<file path="config.mk">
export PLATFORM = sky130hd
export DESIGN_NAME = hdmi_timing
export DESIGN_NICKNAME = d
export VERILOG_FILES = /design/src/rtl/hdmi_pkg.sv /design/src/rtl/hdmi_delay.sv /design/src/rtl/hdmi_timing.sv
export SDC_FILE = /design/constraint.sdc
export NUM_CORES = 1
export LEC_CHECK = 0
export ABC_AREA = 1
export BUFFER_PORTS_ARGS = -buffer_cell sky130_fd_sc_hd__buf_4
export CAP_MARGIN = 20
export CELL_PAD_IN_SITES_DETAIL_PLACEMENT = 2
export CELL_PAD_IN_SITES_GLOBAL_PLACEMENT = 2
export CORE_MARGIN = 5
export CORE_UTILIZATION = 27
export CTS_CLUSTER_SIZE = 16
export DETAILED_ROUTE_END_ITERATION = 12
export PLACE_DENSITY_LB_ADDON = 0.1
export SLEW_MARGIN = 20
export SYNTH_ARGS = -nofsm -noshare
export SYNTH_HDL_FRONTEND = slang
export SYNTH_HIERARCHICAL = 1
export SYNTH_SLANG_ARGS = --single-unit
</file>
<file path="constraint.sdc">
create_clock -name clk -period 1.5 [get_ports clk]
set_input_delay 0.375 -clock clk [delete_from_list [all_inputs] [get_ports clk]]
set_output_delay 0.375 -clock clk [all_outputs]
set_load 0.1 [all_outputs]
</file>
<file path="src/rtl/hdmi_pkg.sv">
// Shared timing sets, flag bundle and helpers for the HDMI timing front end.
package hdmi_pkg;

    localparam int HDMI_COORD_W   = 12;
    localparam int HDMI_MAX_TOTAL = 1 << HDMI_COORD_W;

    typedef struct packed {
        int h_active;
        int h_front;
        int h_sync;
        int h_back;
        int v_active;
        int v_front;
        int v_sync;
        int v_back;
    } hdmi_timing_t;

    localparam hdmi_timing_t TIMING_640X480_60  = '{640, 16, 96, 48, 480, 10, 2, 33};
    localparam hdmi_timing_t TIMING_1280X720_60 = '{1280, 110, 40, 220, 720, 5, 5, 20};

    typedef struct packed {
        logic valid;
        logic hs;
        logic vs;
    } hdmi_flags_t;

    // One extra bit so window ends equal to the full 4096 range still compare correctly.
    function automatic logic in_window(input logic [HDMI_COORD_W:0] pos,
                                       input logic [HDMI_COORD_W:0] lo,
                                       input logic [HDMI_COORD_W:0] hi);
        return (pos >= lo) && (pos < hi);
    endfunction

endpackage

</file>
<file path="src/rtl/hdmi_delay.sv">
// Fixed-depth shift register with synchronous active-low clear.
module hdmi_delay
    import hdmi_pkg::*;
#(
    parameter int WIDTH = 1,
    parameter int DEPTH = 1
) (
    input  logic             clk,
    input  logic             clr_low,
    input  logic [WIDTH-1:0] d,
    output logic [WIDTH-1:0] q
);

    logic [WIDTH-1:0] stage_q [DEPTH];
    logic [WIDTH-1:0] stage_d [DEPTH];

    always_comb begin
        stage_d[0] = d;
        for (int i = 1; i < DEPTH; i++) begin
            stage_d[i] = stage_q[i-1];
        end
    end

    always_ff @(posedge clk) begin
        for (int i = 0; i < DEPTH; i++) begin
            if (!clr_low) begin
                stage_q[i] <= '0;
            end else begin
                stage_q[i] <= stage_d[i];
            end
        end
    end

    assign q = stage_q[DEPTH-1];

endmodule

</file>
<file path="src/rtl/hdmi_timing.sv">
// Video timing generator: issues fetch coordinates and realigns flags with the
// pixel returned by a fixed-latency source before handing them to hdmi_encode.
module hdmi_timing
    import hdmi_pkg::*;
#(
    parameter int H_ACTIVE   = TIMING_640X480_60.h_active,
    parameter int H_FRONT    = TIMING_640X480_60.h_front,
    parameter int H_SYNC     = TIMING_640X480_60.h_sync,
    parameter int H_BACK     = TIMING_640X480_60.h_back,
    parameter int V_ACTIVE   = TIMING_640X480_60.v_active,
    parameter int V_FRONT    = TIMING_640X480_60.v_front,
    parameter int V_SYNC     = TIMING_640X480_60.v_sync,
    parameter int V_BACK     = TIMING_640X480_60.v_back,
    parameter bit H_SYNC_POL = 1'b0,
    parameter bit V_SYNC_POL = 1'b0,
    parameter int LATENCY    = 2
) (
    input  logic                    clk,
    input  logic                    reset_low,
    output logic [HDMI_COORD_W-1:0] fetch_x,
    output logic [HDMI_COORD_W-1:0] fetch_y,
    output logic                    fetch_valid,
    output logic                    line_start,
    output logic                    frame_start,
    input  logic [23:0]             rgb_in,
    output logic                    active,
    output logic                    h_sync,
    output logic                    v_sync,
    output logic [23:0]             rgb
);

    localparam int H_TOTAL = H_ACTIVE + H_FRONT + H_SYNC + H_BACK;
    localparam int V_TOTAL = V_ACTIVE + V_FRONT + V_SYNC + V_BACK;

    if (H_TOTAL > HDMI_MAX_TOTAL || V_TOTAL > HDMI_MAX_TOTAL || LATENCY < 1) begin : g_bad_cfg
        $error("hdmi_timing: totals must fit in 4096 and LATENCY must be at least 1");
    end

    localparam logic [HDMI_COORD_W-1:0] H_LAST   = HDMI_COORD_W'(H_TOTAL - 1);
    localparam logic [HDMI_COORD_W-1:0] V_LAST   = HDMI_COORD_W'(V_TOTAL - 1);
    localparam logic [HDMI_COORD_W:0]   H_ACT_W  = (HDMI_COORD_W+1)'(H_ACTIVE);
    localparam logic [HDMI_COORD_W:0]   V_ACT_W  = (HDMI_COORD_W+1)'(V_ACTIVE);
    localparam logic [HDMI_COORD_W:0]   HS_START = (HDMI_COORD_W+1)'(H_ACTIVE + H_FRONT);
    localparam logic [HDMI_COORD_W:0]   HS_END   = (HDMI_COORD_W+1)'(H_ACTIVE + H_FRONT + H_SYNC);
    localparam logic [HDMI_COORD_W:0]   VS_START = (HDMI_COORD_W+1)'(V_ACTIVE + V_FRONT);
    localparam logic [HDMI_COORD_W:0]   VS_END   = (HDMI_COORD_W+1)'(V_ACTIVE + V_FRONT + V_SYNC);

    logic [HDMI_COORD_W-1:0] h_q, h_d;
    logic [HDMI_COORD_W-1:0] v_q, v_d;
    hdmi_flags_t             raw_flags;
    hdmi_flags_t             tail_flags;
    logic                    active_q, active_d;
    logic                    h_sync_q, h_sync_d;
    logic                    v_sync_q, v_sync_d;
    logic [23:0]             rgb_q, rgb_d;

    always_comb begin
        h_d = h_q + HDMI_COORD_W'(1);
        v_d = v_q;
        if (h_q == H_LAST) begin
            h_d = '0;
            v_d = (v_q == V_LAST) ? '0 : v_q + HDMI_COORD_W'(1);
        end
    end

    always_ff @(posedge clk) begin
        if (!reset_low) begin
            h_q <= '0;
            v_q <= '0;
        end else begin
            h_q <= h_d;
            v_q <= v_d;
        end
    end

    assign fetch_x     = h_q;
    assign fetch_y     = v_q;
    assign fetch_valid = in_window({1'b0, h_q}, '0, H_ACT_W) && in_window({1'b0, v_q}, '0, V_ACT_W);
    assign line_start  = (h_q == '0);
    assign frame_start = (h_q == '0) && (v_q == '0);

    // vs depends only on v, so it naturally changes on line boundaries.
    always_comb begin
        raw_flags.valid = fetch_valid;
        raw_flags.hs    = in_window({1'b0, h_q}, HS_START, HS_END);
        raw_flags.vs    = in_window({1'b0, v_q}, VS_START, VS_END);
    end

    hdmi_delay #(
        .WIDTH ($bits(hdmi_flags_t)),
        .DEPTH (LATENCY)
    ) u_flag_delay (
        .clk     (clk),
        .clr_low (reset_low),
        .d       (raw_flags),
        .q       (tail_flags)
    );

    always_comb begin
        active_d = tail_flags.valid;
        h_sync_d = tail_flags.hs ? H_SYNC_POL : ~H_SYNC_POL;
        v_sync_d = tail_flags.vs ? V_SYNC_POL : ~V_SYNC_POL;
        rgb_d    = tail_flags.valid ? rgb_in : '0;
    end

    always_ff @(posedge clk) begin
        if (!reset_low) begin
            active_q <= 1'b0;
            h_sync_q <= ~H_SYNC_POL;
            v_sync_q <= ~V_SYNC_POL;
            rgb_q    <= '0;
        end else begin
            active_q <= active_d;
            h_sync_q <= h_sync_d;
            v_sync_q <= v_sync_d;
            rgb_q    <= rgb_d;
        end
    end

    assign active = active_q;
    assign h_sync = h_sync_q;
    assign v_sync = v_sync_q;
    assign rgb    = rgb_q;

endmodule
</file>
==> results.py, run 1 <==
metrics = {
    "worst_setup_path": {
        "required_ps": 1120,
        "worst-setup-path-type": "flop to output pin",
        "cp.arrival_ps": 1650,
        "critical_path_peak_fanout": 3,
        "worstSetupStartpointType": "flop",
        "critPathCaptureType": "output pin",
    },
    "power": {
        "power.ir.vdd_worst_v": 0.0004195,
        "clockPowerShare_pct": 40.0,
        "power_density_nw_per_um2": 820.4,
        "seq_power_share_pct": 44.9,
        "p_int_mw": 2.373,
        "power_switching_share_pct": 30.25,
        "cell_leakage_power_nw": 2.036,
        "net-switching-power_mw": 1.029,
        "comb_power_share_pct": 15.1,
    },
    "sta": {
        "slew_headroom_pct": 79.48,
        "tightestPinTransition_ps": 305.4,
        "rsz0062_at_grt": "yes",
        "worst_clock_skew_ps": 11.09,
        "period_share_pct": 134.9,
        "final_setup_viols": 4,
        "final_critical_path_setup_slack_ps": -523.2,
        "setup_tns_ps": -1388,
        "finalHoldViolations": 0,
        "max_freq_mhz": 494.3,
        "holdWs_ps": 254.5,
        "pins_over_their_slew_limit": 0,
        "period_minus_slack_ps": 2023,
    },
    "drt": {
        "vias": 2635,
        "initialDrtViolationCount": 35,
        "viasPerCell": 4.551,
        "route.detailed.drc": 0,
        "post_drt_wl_per_cell_um": 16.21,
        "drtAntennaViolNets": 0,
        "route.final.wire_length_um": 9385,
        "drt-pass1-iter-count": 4,
    },
    "die": {
        "core_area_um2": 8636,
        "fp.dieArea_um2": 10790,
        "row_count": 34,
        "num_io_pins": 80,
        "dieHeight_um": 103.9,
        "die_width_um": 103.9,
        "initial_utilization_pct": 27.56,
    },
    "synthesis": {
        "ys_dominant_reg_cell": "sky130_fd_sc_hd__dfxtp_1",
        "syn_avg_cell_area_um2": 7.368,
        "synth_xor_xnor_area_share_pct": 1.840,
        "synthArstFlopShare_pct": 0,
        "synth_seq_area_share_pct": 47.95,
        "area_fraction_in_compound_gates_after_synthesis_pct": 3.312,
        "synth_cell_type_count": 27,
        "synth_area_leaders": "sky130_fd_sc_hd__dfxtp_1, sky130_fd_sc_hd__nor2_1, sky130_fd_sc_hd__inv_1",
        "synth_most_common_cell": "sky130_fd_sc_hd__nor2_1",
        "post_synthesis_register_bit_count": 57,
        "synth.largest_area_cell": "sky130_fd_sc_hd__dfxtp_1",
        "synthesis.area_um2": 2380,
        "mux_share_of_post_synthesis_cell_area_pct": 0,
        "yosys_warning_count": 6,
        "dominant_combinational_cell_family_by_area_after_synthesis": "simple AND/OR/NAND/NOR gates",
        "mapped_cells": 323,
        "number_of_enable_flip_flop_cells_after_synthesis": 0,
        "postSynthNetCount": 353,
        "adder_and_majority_gate_portion_of_the_synthesized_area_pct": 2.103,
        "synth_top_area_share_pct": 47.95,
        "synthSimpleGateAreaFrac_pct": 33.91,
        "synth_top_cells_by_count": "sky130_fd_sc_hd__nor2_1, sky130_fd_sc_hd__inv_1, sky130_fd_sc_hd__nand2_1",
    },
    "clock_network": {
        "ctsLongestPathBuffers": 2,
        "insertion_delay_ps": 340,
        "root_buffer_cell": "sky130_fd_sc_hd__clkbuf_8",
        "numCtsBuffers": 9,
        "holdBufCountCts": 0,
        "reg_clk_slew_reported_paths_ps": 70,
        "cts.sink_count": 57,
        "tritoncts": "done",
        "cts_htree_levels": 3,
    },
    "placement": {
        "buffer_ports.inserted": 79,
        "place_area_um2": 3596,
        "placement.setup.worst_slack_ps": -302.5,
        "weighted_congestion_at_the_end_of_routability_driven_global_placement": 0.8094,
        "place_hpwl_um": 6541,
    },
    "finish": {
        "postLayoutCoreUtil_pct": 48.03,
        "layout.filler_cells": 956,
        "antenna_cells": 0,
        "final_cell_area_um2": 4148,
        "drive_above_1_share_pct": 49.68,
        "area_growth_syn_to_layout_pct": 74.29,
        "final_nets": 496,
    },
    "global_routing": {
        "grt_pass1_wl_um": 14300,
        "number_of_global_route_vias_before_repair": 2898,
        "grt_max_degree": 26,
        "globalRoute.totalOverflow": 0,
        "number_of_antenna_violations_at_the_first_check_in_global_routing": 0,
        "grt_use_total_pct": 16.34,
    },
    "outcome": {
        "outcome": "finished, violations left",
        "violations": "setup timing",
    },
    "run": {
        "timing.max_cap.violations": 0,
    },
    "worst_hold_path": {
        "worstHoldPathType": "input port to flop",
    },
}
==> placed cells by master (no fill, tap or decap), types with 6 or more instances in the layout <==
| master | count |
|---|---|
| sky130_fd_sc_hd__nor2_1 | 57 |
| sky130_fd_sc_hd__nand2_2 | 10 |
| sky130_fd_sc_hd__nor2_4 | 7 |
| sky130_fd_sc_hd__inv_2 | 6 |
| sky130_fd_sc_hd__dfxtp_1 | 33 |
| sky130_fd_sc_hd__dfxtp_2 | 8 |
| sky130_fd_sc_hd__nand3_1 | 17 |
| sky130_fd_sc_hd__buf_4 | 107 |
| sky130_fd_sc_hd__dfxtp_4 | 16 |
| sky130_fd_sc_hd__inv_4 | 6 |
| sky130_fd_sc_hd__nand4_1 | 6 |
| sky130_fd_sc_hd__buf_6 | 22 |
| sky130_fd_sc_hd__nor2_2 | 8 |
| sky130_fd_sc_hd__clkbuf_8 | 9 |
| sky130_fd_sc_hd__nand2_1 | 49 |
| sky130_fd_sc_hd__inv_1 | 52 |
==> metal layers <==
metal	vias to the layer above	GRT usage, %	share of wire [%]
met1	1297	17.57	40
met5	-	0	0
met4	0	4.163	1.2
li1	1264	-	-
met3	13	6.642	5.6
met2	61	29.55	53
==> power by group through the flow <==
stage | Combinational (mW) | Clock, mW | Sequential (mW)
after floorplan | 0.137 | 0 | 1.75
final | 0.515 | 1.36 | 1.53
after global routing | 0.538 | 1.48 | 1.53
after detailed placement | 0.470 | 0 | 1.56
after CTS | 0.508 | 1.42 | 1.53
after global placement | 0.459 | 0 | 1.56
==> area by class of cell <==
| class | count | area [um2] | area share (%) |
|---|---|---|---|
| clock inverter | 4 | 25.02 | 0.6033 |
| timing repair buffer | 135 | 1166 | 28.11 |
| multi-input combinational | 198 | 1187 | 28.63 |
| clock buffer | 12 | 156.4 | 3.771 |
| tap | 108 | 135.1 | 3.258 |
| sequential | 57 | 1211 | 29.20 |
| inverter | 65 | 266.5 | 6.425 |
==> worst paths after layout <==
path                               from          end  slack, ps  depth (start not counted)
max                         fetch_x[10]  frame_start       -520                          7
min                          rgb_in[11]      rgb[11]        250                          3
max reg2reg                  fetch_x[0]   fetch_y[8]        -10                          8
min reg2reg  u_flag_delay/stage_q[1][1]       h_sync        380                          1
==> through the flow <==
stage	power, mW	instances
5_1_grt	3.548	579
3_5_place_dp	2.030	554
2_1_floorplan	1.887	323
3_3_place_gp	2.019	554
6_report	3.403	579
4_1_cts	3.449	574
==> state kept, by name, summed over array words and instances (netlist names) <==
signal                count
active                    1
fetch_x                  12
fetch_y                  12
h_sync                    1
rgb                      24
u_flag_delay/stage_q      6
v_sync                    1
==> cell families (layout without fill, tap and decap cells) <==
kind of cell	count (synthesis)	after routing
flip-flops	57	57
adder cells (fa/ha/maj)	4	4
AND/OR/NAND/NOR	175	175
XOR/XNOR	5	5
AO/OA/AOI/OAI	14	14
buffers and inverters	68	216
==> repair_timing <==
action | CTS | global route
endpoints found under the setup margin | 17 | 31
gates cloned | 0 | 0
gates resized for setup | 34 | 44
buffers inserted | 4 | 5
pin swaps | 8 | 24
==> worst max-delay path, cell delays in order (launching register included) <==
cell and delay, ps:
sky130_fd_sc_hd__dfxtp_4 360, sky130_fd_sc_hd__inv_4 60, sky130_fd_sc_hd__nand2_4 50, sky130_fd_sc_hd__nor3_2 170, sky130_fd_sc_hd__nand4_1 140, sky130_fd_sc_hd__buf_6 160, sky130_fd_sc_hd__nor3_4 160, sky130_fd_sc_hd__buf_12 200
Note: power is estimated with default switching activity, not from simulation.
==> run 2, diff against run 1 <==
--- a/config.mk
+++ b/config.mk
@@ -6,15 +6,16 @@
 export NUM_CORES = 1
 export LEC_CHECK = 0
 export ABC_AREA = 1
-export BUFFER_PORTS_ARGS = -buffer_cell sky130_fd_sc_hd__buf_4
 export CAP_MARGIN = 20
 export CELL_PAD_IN_SITES_DETAIL_PLACEMENT = 2
 export CELL_PAD_IN_SITES_GLOBAL_PLACEMENT = 2
 export CORE_MARGIN = 5
-export CORE_UTILIZATION = 27
+export CORE_UTILIZATION = 33
 export CTS_CLUSTER_SIZE = 16
 export DETAILED_ROUTE_END_ITERATION = 12
+export DONT_BUFFER_PORTS = 1
 export PLACE_DENSITY_LB_ADDON = 0.1
+export REMOVE_ABC_BUFFERS = 1
 export SLEW_MARGIN = 20
 export SYNTH_ARGS = -nofsm -noshare
 export SYNTH_HDL_FRONTEND = slang
==> run 2 against run 1 <==
  * The flow now stops in global routing (5_1_grt)
  * Synthesized area unchanged
  * Synthesized cell count unchanged
==> results.py, run 2 <==
metrics = {
    "synthesis": {
        "synth_seq_area_share_pct": 47.95,
        "yosys_warning_count": 6,
        "area_fraction_in_compound_gates_after_synthesis_pct": 3.312,
        "synth_xor_xnor_area_share_pct": 1.840,
        "mux_share_of_post_synthesis_cell_area_pct": 0,
        "synthesis.area_um2": 2380,
        "dominant_combinational_cell_family_by_area_after_synthesis": "simple AND/OR/NAND/NOR gates",
        "number_of_enable_flip_flop_cells_after_synthesis": 0,
        "synthSimpleGateAreaFrac_pct": 33.91,
        "synth_cell_type_count": 27,
        "mapped_cells": 323,
        "adder_and_majority_gate_portion_of_the_synthesized_area_pct": 2.103,
        "synthArstFlopShare_pct": 0,
        "ys_dominant_reg_cell": "sky130_fd_sc_hd__dfxtp_1",
        "synth.largest_area_cell": "sky130_fd_sc_hd__dfxtp_1",
        "synth_top_area_share_pct": 47.95,
        "post_synthesis_register_bit_count": 57,
        "synth_most_common_cell": "sky130_fd_sc_hd__nor2_1",
        "synth_top_cells_by_count": "sky130_fd_sc_hd__nor2_1, sky130_fd_sc_hd__inv_1, sky130_fd_sc_hd__nand2_1",
        "synth_area_leaders": "sky130_fd_sc_hd__dfxtp_1, sky130_fd_sc_hd__nor2_1, sky130_fd_sc_hd__inv_1",
        "syn_avg_cell_area_um2": 7.368,
    },
    "placement": {
        "dp.cells": 514,
        "buffer_ports.inserted": 0,
        "place_area_um2": 3256,
        "weighted_congestion_at_the_end_of_routability_driven_global_placement": 0.8194,
        "place_hpwl_um": 6250,
    },
    "global_routing": {
        "number_of_antenna_violations_at_the_first_check_in_global_routing": 0,
        "grt_max_degree": 26,
    },
    "outcome": {
        "error": "[ERROR DPL-0033] detailed placement checks failed during check placement.",
        "outcome": "did not finish",
        "stop_stage": "global routing (5_1_grt)",
    },
    "clock_network": {
        "cts.sink_count": 57,
        "ctsLongestPathBuffers": 2,
        "numCtsBuffers": 9,
        "root_buffer_cell": "sky130_fd_sc_hd__clkbuf_8",
        "cts_htree_levels": 3,
    },
    "die": {
        "die_width_um": 94.92,
        "initial_utilization_pct": 33.35,
        "num_io_pins": 80,
        "dieHeight_um": 94.92,
        "row_count": 31,
    },
    "sta": {
        "crit_endpoint": "frame_start",
        "pin_type_at_the_end_of_the_worst_path": "top-level output",
    },
}
## run 2: kinds of logic after synthesis
family	count (synthesis)
AND/OR/NAND/NOR	175
XOR/XNOR	5
AO/OA/AOI/OAI	14
buffers and inverters	68
adder cells (fa/ha/maj)	4
flip-flops	57
## run 2: per-stage QoR
| step | utilization [%] | hold WS, ps | setup slack [ps] | TNS [ps] |
|---|---|---|---|---|
| after detailed placement | 45.62 | 355.8 | -294.4 | -881.8 |
| after CTS | 51.96 | 81.09 | -579.9 | -1590 |
| after global placement | 45.62 | 346.1 | -208.1 | -312.4 |
| after floorplan | - | 343.4 | -2227 | -23430 |
## run 2: what timing repair did
action | in CTS
resized for setup | 63
pin swaps | 9
setup buffers | 8
hold buffers | 0
endpoints found under the setup margin | 43
==> run 3, diff against run 2 <==
--- a/config.mk
+++ b/config.mk
@@ -7,14 +7,11 @@
 export LEC_CHECK = 0
 export ABC_AREA = 1
 export CAP_MARGIN = 20
-export CELL_PAD_IN_SITES_DETAIL_PLACEMENT = 2
-export CELL_PAD_IN_SITES_GLOBAL_PLACEMENT = 2
 export CORE_MARGIN = 5
-export CORE_UTILIZATION = 33
-export CTS_CLUSTER_SIZE = 16
+export CORE_UTILIZATION = 34
 export DETAILED_ROUTE_END_ITERATION = 12
 export DONT_BUFFER_PORTS = 1
-export PLACE_DENSITY_LB_ADDON = 0.1
+export PLACE_DENSITY_LB_ADDON = 0.15
 export REMOVE_ABC_BUFFERS = 1
 export SLEW_MARGIN = 20
 export SYNTH_ARGS = -nofsm -noshare
==> run 3 against run 2 <==
  * The flow now finishes, with violations (setup timing)
==> results.py, run 3 (synthesis gave the netlist of run 1 again) <==
metrics = {
    "outcome": {
        "outcome": "finished, violations left",
        "violations": "setup timing",
    },
    "die": {
        "initial_utilization_pct": 35.03,
        "row_count": 30,
        "die_width_um": 93.66,
        "dieHeight_um": 93.66,
        "core_area_um2": 6794,
        "fp.dieArea_um2": 8772,
        "num_io_pins": 80,
    },
    "worst_setup_path": {
        "ff2ff_setup_slack_ps": 120,
        "timing.critical_path.from": "fetch_y[1]",
        "timing.rr.end": "fetch_y[10]",
        "required_ps": 1120,
        "critPathCaptureType": "output pin",
        "worstRegToRegCells": 9,
        "r2r-start": "fetch_y[0]",
        "worst-setup-path-type": "flop to output pin",
        "critical_path_peak_fanout": 2,
        "cp.arrival_ps": 1620,
        "worstSetupStartpointType": "flop",
    },
    "global_routing": {
        "grt_pass1_wl_um": 10150,
        "globalRoute.totalOverflow": 0,
        "number_of_antenna_violations_at_the_first_check_in_global_routing": 0,
        "grt_use_total_pct": 14.85,
        "number_of_global_route_vias_before_repair": 2200,
        "grt_max_degree": 26,
    },
    "clock_network": {
        "insertion_delay_ps": 330,
        "holdBufCountCts": 0,
        "reg_clk_slew_reported_paths_ps": 60,
        "tritoncts": "done",
        "cts_htree_levels": 3,
        "cts.sink_count": 57,
        "root_buffer_cell": "sky130_fd_sc_hd__clkbuf_8",
        "ctsLongestPathBuffers": 2,
        "numCtsBuffers": 9,
    },
    "drt": {
        "drt-pass1-iter-count": 4,
        "route.detailed.drc": 0,
        "vias": 2220,
        "viasPerCell": 4.213,
        "drtAntennaViolNets": 0,
        "initialDrtViolationCount": 58,
        "post_drt_wl_per_cell_um": 11.47,
        "route.final.wire_length_um": 6044,
    },
    "finish": {
        "largest_register_ffs": 24,
        "antenna_cells": 0,
        "drive_above_1_share_pct": 37.35,
        "area_growth_syn_to_layout_pct": 50.68,
        "final_common_cell": "sky130_fd_sc_hd__buf_4",
        "postLayoutCoreUtil_pct": 52.78,
        "layout_common_cells": "sky130_fd_sc_hd__buf_4, sky130_fd_sc_hd__nor2_1, sky130_fd_sc_hd__nand2_1",
        "final_nets": 457,
    },
    "power": {
        "seq_power_share_pct": 48.4,
        "power_switching_share_pct": 28.88,
        "comb_power_share_pct": 13.3,
        "net-switching-power_uw": 925.6,
        "clockPowerShare_pct": 38.2,
        "cell_leakage_power_nw": 1.792,
        "power_density_nw_per_um2": 893.7,
        "power.ir.vdd_worst_v": 0.0005763,
        "p_int_mw": 2.279,
    },
    "sta": {
        "max_freq_mhz": 501.0,
        "worst_clock_skew_ps": 6.414,
        "final_setup_viols": 3,
        "final_critical_path_setup_slack_ps": -496.1,
        "pins_over_their_slew_limit": 0,
        "period_share_pct": 133.1,
        "period_minus_slack_ps": 1996,
        "tightestPinTransition_ps": 450.8,
        "slew_headroom_pct": 69.72,
        "finalHoldViolations": 0,
        "rsz0062_at_grt": "yes",
        "setup_tns_ps": -1101,
    },
    "worst_hold_path": {
        "worstHoldPathType": "input port to flop",
        "instance_count_along_the_most_critical_hold_path": 1,
        "holdCritStartpoint": "reset_low",
        "hold-path-endpoint": "v_sync",
    },
    "placement": {
        "place_hpwl_um": 4552,
        "buffer_ports.inserted": 0,
        "weighted_congestion_at_the_end_of_routability_driven_global_placement": 0.8233,
    },
    "run": {
        "timing.max_cap.violations": 0,
    },
}
[run 3: what timing repair did]
item,4_1_cts,5_1_grt
setup buffers,6,1
pin swaps,7,2
endpoints found under the setup margin,5,40
resized for setup,31,23
[run 3: worst max-delay path by stage]
stage,endpoint,slack [ps],cells after the start
floorplan,frame_start,-2230,6
global placement,frame_start,-210,7
detailed placement,frame_start,-190,7
CTS,frame_start,-500,7
global route,frame_start,-610,7
finish,frame_start,-500,7
[run 3: per-stage QoR]
stage / instances / power (mW) / setup slack, ps / area, um2 / hold WS [ps]
2_1_floorplan: 320 / 1.892 / -2227 / 2365 / 343.4
3_3_place_gp: 505 / 2.005 / -211.6 / 3207 / 346.6
3_5_place_dp: 505 / 2.007 / -187.0 / 3207 / 350.3
4_1_cts: 526 / 3.247 / -503.6 / 3502 / 102.7
5_1_grt: 527 / 3.347 / -606.2 / 3586 / 107.6
6_report: 527 / 3.205 / -496.1 / 3586 / 118.9
[run 3: layout make-up]
cell class / instances / area, um2
Multi-Input combinational cell: 198 / 1054
Clock buffer: 12 / 145.1
Clock inverter: 3 / 17.52
Tap cell: 96 / 120.1
Fill cell: 669 / 3208
Sequential cell: 57 / 1151
Timing Repair Buffer: 96 / 852.1
Inverter: 65 / 246.5
[run 3: worst max-delay path, cell delays in order (launching register included)]
cell and delay (ps):
sky130_fd_sc_hd__dfxtp_2 320, sky130_fd_sc_hd__inv_2 70, sky130_fd_sc_hd__ha_4 140, sky130_fd_sc_hd__nand2_2 50, sky130_fd_sc_hd__nor3_2 130, sky130_fd_sc_hd__nand3_1 120
sky130_fd_sc_hd__nor3_2 210, sky130_fd_sc_hd__clkbuf_16 250
[run 3: power groups by stage]
stage          Sequential (mW)  Clock, mW  Combinational (mW)
2_1_floorplan             1.77          0               0.122
3_3_place_gp              1.59          0               0.420
3_5_place_dp              1.59          0               0.421
4_1_cts                   1.55       1.27               0.425
5_1_grt                   1.55       1.35               0.447
6_report                  1.55       1.23               0.427
[run 3: per-layer routing]
metal,vias up,part of all wire (%),GRT usage (%)
li1,1182,-,-
met1,967,43,17.53
met2,59,49,24.12
met3,12,6.6,5.048
met4,0,1.8,7.100
met5,-,0,0
==> run 4, diff against run 3 <==
--- a/config.mk
+++ b/config.mk
@@ -7,7 +7,6 @@
 export LEC_CHECK = 0
 export ABC_AREA = 1
 export CAP_MARGIN = 20
-export CORE_MARGIN = 5
 export CORE_UTILIZATION = 34
 export DETAILED_ROUTE_END_ITERATION = 12
 export DONT_BUFFER_PORTS = 1
@@ -16,5 +15,4 @@
 export SLEW_MARGIN = 20
 export SYNTH_ARGS = -nofsm -noshare
 export SYNTH_HDL_FRONTEND = slang
-export SYNTH_HIERARCHICAL = 1
 export SYNTH_SLANG_ARGS = --single-unit
==> run 4 against run 3 <==
  * The run still ends with setup timing left
  * Hold slack improved by 0.85 ps
  * Non-clock buffer count decreased by 11
  * Cell count decreased by 2.7%
  * Critical path type unchanged
  * Largest cell class unchanged
  * Highest routed layer unchanged
==> results.py, run 4 <==
metrics = {
    "finish": {
        "drive_above_1_share_pct": 37.17,
        "final_common_cell": "sky130_fd_sc_hd__buf_4",
        "largest_register_ffs": 24,
        "postLayoutCoreUtil_pct": 53.31,
        "antenna_cells": 0,
        "layout_common_cells": "sky130_fd_sc_hd__buf_4, sky130_fd_sc_hd__inv_1, sky130_fd_sc_hd__nand2_1, sky130_fd_sc_hd__nor2_1, sky130_fd_sc_hd__dfxtp_1",
        "area_growth_syn_to_layout_pct": 51.02,
        "finish.cell_count_without_fillers": 513,
        "final_nets": 442,
    },
    "sta": {
        "finalHoldViolations": 0,
        "setup_tns_ps": -1054,
        "worst_clock_skew_ps": 6.267,
        "tightestPinTransition_ps": 345.2,
        "period_minus_slack_ps": 1897,
        "final_critical_path_setup_slack_ps": -397.0,
        "pins_over_their_slew_limit": 0,
        "period_share_pct": 126.5,
        "max_freq_mhz": 527.1,
        "final_setup_viols": 3,
        "rsz0062_at_grt": "yes",
        "slew_headroom_pct": 76.93,
    },
    "drt": {
        "vias": 2217,
        "viasPerCell": 4.322,
        "drtAntennaViolNets": 0,
        "initialDrtViolationCount": 89,
        "route.final.wire_length_um": 5856,
        "route.detailed.drc": 0,
        "post_drt_wl_per_cell_um": 11.42,
        "drt-pass1-iter-count": 4,
    },
    "worst_setup_path": {
        "worstSetupStartpointType": "flop",
        "critical_path_peak_fanout": 2,
        "critPathCaptureType": "output pin",
        "required_ps": 1120,
        "worstRegToRegCells": 9,
        "cp.arrival_ps": 1520,
        "ff2ff_setup_slack_ps": 90,
        "timing.rr.end": "fetch_y[11]",
        "r2r-start": "fetch_x[1]",
        "worst-setup-path-type": "flop to output pin",
    },
    "worst_hold_path": {
        "hold-path-endpoint": "v_sync",
        "instance_count_along_the_most_critical_hold_path": 1,
        "holdCritStartpoint": "reset_low",
        "worstHoldPathType": "input port to flop",
    },
    "synthesis": {
        "synth_most_common_cell": "sky130_fd_sc_hd__inv_1",
        "syn_avg_cell_area_um2": 7.495,
        "yosys_warning_count": 0,
        "synth_top_cells_by_count": "sky130_fd_sc_hd__inv_1, sky130_fd_sc_hd__dfxtp_1, sky130_fd_sc_hd__nand2_1",
        "synthArstFlopShare_pct": 0,
        "number_of_enable_flip_flop_cells_after_synthesis": 0,
        "synth_seq_area_share_pct": 47.57,
        "synthesis.area_um2": 2399,
        "synth_cell_type_count": 34,
        "synth_top_area_share_pct": 47.57,
        "mapped_cells": 320,
        "synth_area_leaders": "sky130_fd_sc_hd__dfxtp_1, sky130_fd_sc_hd__inv_1, sky130_fd_sc_hd__nand2_1",
        "synth.largest_area_cell": "sky130_fd_sc_hd__dfxtp_1",
        "ys_dominant_reg_cell": "sky130_fd_sc_hd__dfxtp_1",
        "post_synthesis_register_bit_count": 57,
    },
    "global_routing": {
        "number_of_antenna_violations_at_the_first_check_in_global_routing": 0,
        "number_of_global_route_vias_before_repair": 1976,
        "grt_pass1_wl_um": 9128,
        "grt_use_total_pct": 16.25,
        "grt_max_degree": 18,
        "globalRoute.totalOverflow": 0,
    },
    "clock_network": {
        "ctsLongestPathBuffers": 2,
        "holdBufCountCts": 0,
        "tritoncts": "done",
        "numCtsBuffers": 9,
        "reg_clk_slew_reported_paths_ps": 70,
        "cts.sink_count": 57,
        "root_buffer_cell": "sky130_fd_sc_hd__clkbuf_8",
        "insertion_delay_ps": 330,
        "cts_htree_levels": 3,
    },
    "placement": {
        "place_hpwl_um": 4402,
        "weighted_congestion_at_the_end_of_routability_driven_global_placement": 0.8700,
        "dp.cells": 494,
        "buffer_ports.inserted": 0,
    },
    "outcome": {
        "outcome": "finished, violations left",
        "violations": "setup timing",
    },
    "die": {
        "dieHeight_um": 85.99,
        "core_area_um2": 6794,
        "fp.dieArea_um2": 7394,
        "initial_utilization_pct": 35.30,
        "die_width_um": 85.99,
        "num_io_pins": 80,
        "row_count": 30,
    },
    "power": {
        "power_density_nw_per_um2": 1003,
        "power.ir.vdd_worst_v": 0.0006004,
        "cell_leakage_power_nw": 1.715,
        "totalPowerFinal_mw": 3.634,
    },
    "run": {
        "timing.max_cap.violations": 0,
    },
}
-- run 4: final cells by class --
| type | instances | area, um2 |
|---|---|---|
| fillers | 674 | 3172 |
| flip-flops and latches | 57 | 1154 |
| multi-input cells | 193 | 1090 |
| repair buffers | 85 | 779.5 |
| inverters | 66 | 252.7 |
| clock buffers | 9 | 123.9 |
| well taps | 96 | 120.1 |
| clock inverters | 7 | 102.6 |
-- run 4: worst max-delay path, cell delays in order, from the launching register on --
cell	delay [ps]
sky130_fd_sc_hd__dfxtp_2	330
sky130_fd_sc_hd__inv_2	70
sky130_fd_sc_hd__ha_4	130
sky130_fd_sc_hd__nand4_1	120
sky130_fd_sc_hd__nor2_2	150
sky130_fd_sc_hd__and3_4	210
sky130_fd_sc_hd__buf_12	170
-- run 4: how the worst max path moves through the flow --
stage,start,to,slack (ps),cells past startpoint
2_1_floorplan,fetch_x[0],frame_start,-2290,5
3_3_place_gp,fetch_x[0],frame_start,-90,6
3_5_place_dp,fetch_x[0],frame_start,-130,6
4_1_cts,fetch_x[0],frame_start,-420,6
5_1_grt,fetch_y[1],frame_start,-470,6
6_report,fetch_x[1],frame_start,-400,6
-- run 4: report_power, final --
group	internal, mW	leakage (nW)	switching, mW
Clock	0.948	0.110	0.678
Combinational	0.126	1.14	0.331
Sequential	1.54	0.467	0.00979
Total	2.62	1.71	1.02
-- run 4: what timing repair did --
item,CTS,global route
setup endpoints to repair,7,25
resized for setup,19,39
buffers inserted,1,3
pin swaps,6,9
-- run 4: layer usage --
| layer | share of wire, % | GRT usage [%] |
|---|---|---|
| met5 | 0 | 0 |
| met4 | 1.8 | 8.636 |
| met2 | 45 | 24.96 |
| met1 | 47 | 20.86 |
| met3 | 5.7 | 4.235 |
-- run 4: metrics by stage --
step	setup slack (ps)	hold slack, ps	area [um2]
4_1_cts	-423.9	102.1	3461
2_1_floorplan	-2294	343.4	2375
3_3_place_gp	-87.06	347.7	3173
6_report	-397.0	119.7	3622
3_5_place_dp	-133.4	353.4	3173
5_1_grt	-468.5	112.3	3622
-- run 4: cell families (layout without fill, tap and decap cells) --
family | Yosys count | after routing | share of synthesized area (%)
AOI/OAI and AO/OA | 20 | 20 | 4.643
xor gates and xnor gates | 5 | 5 | 1.826
adders and majority gates | 4 | 4 | 2.087
buffers and inverters | 70 | 167 | 11.32
DFF | 57 | 57 | 47.57
and+or+nand+nor | 164 | 164 | 32.55
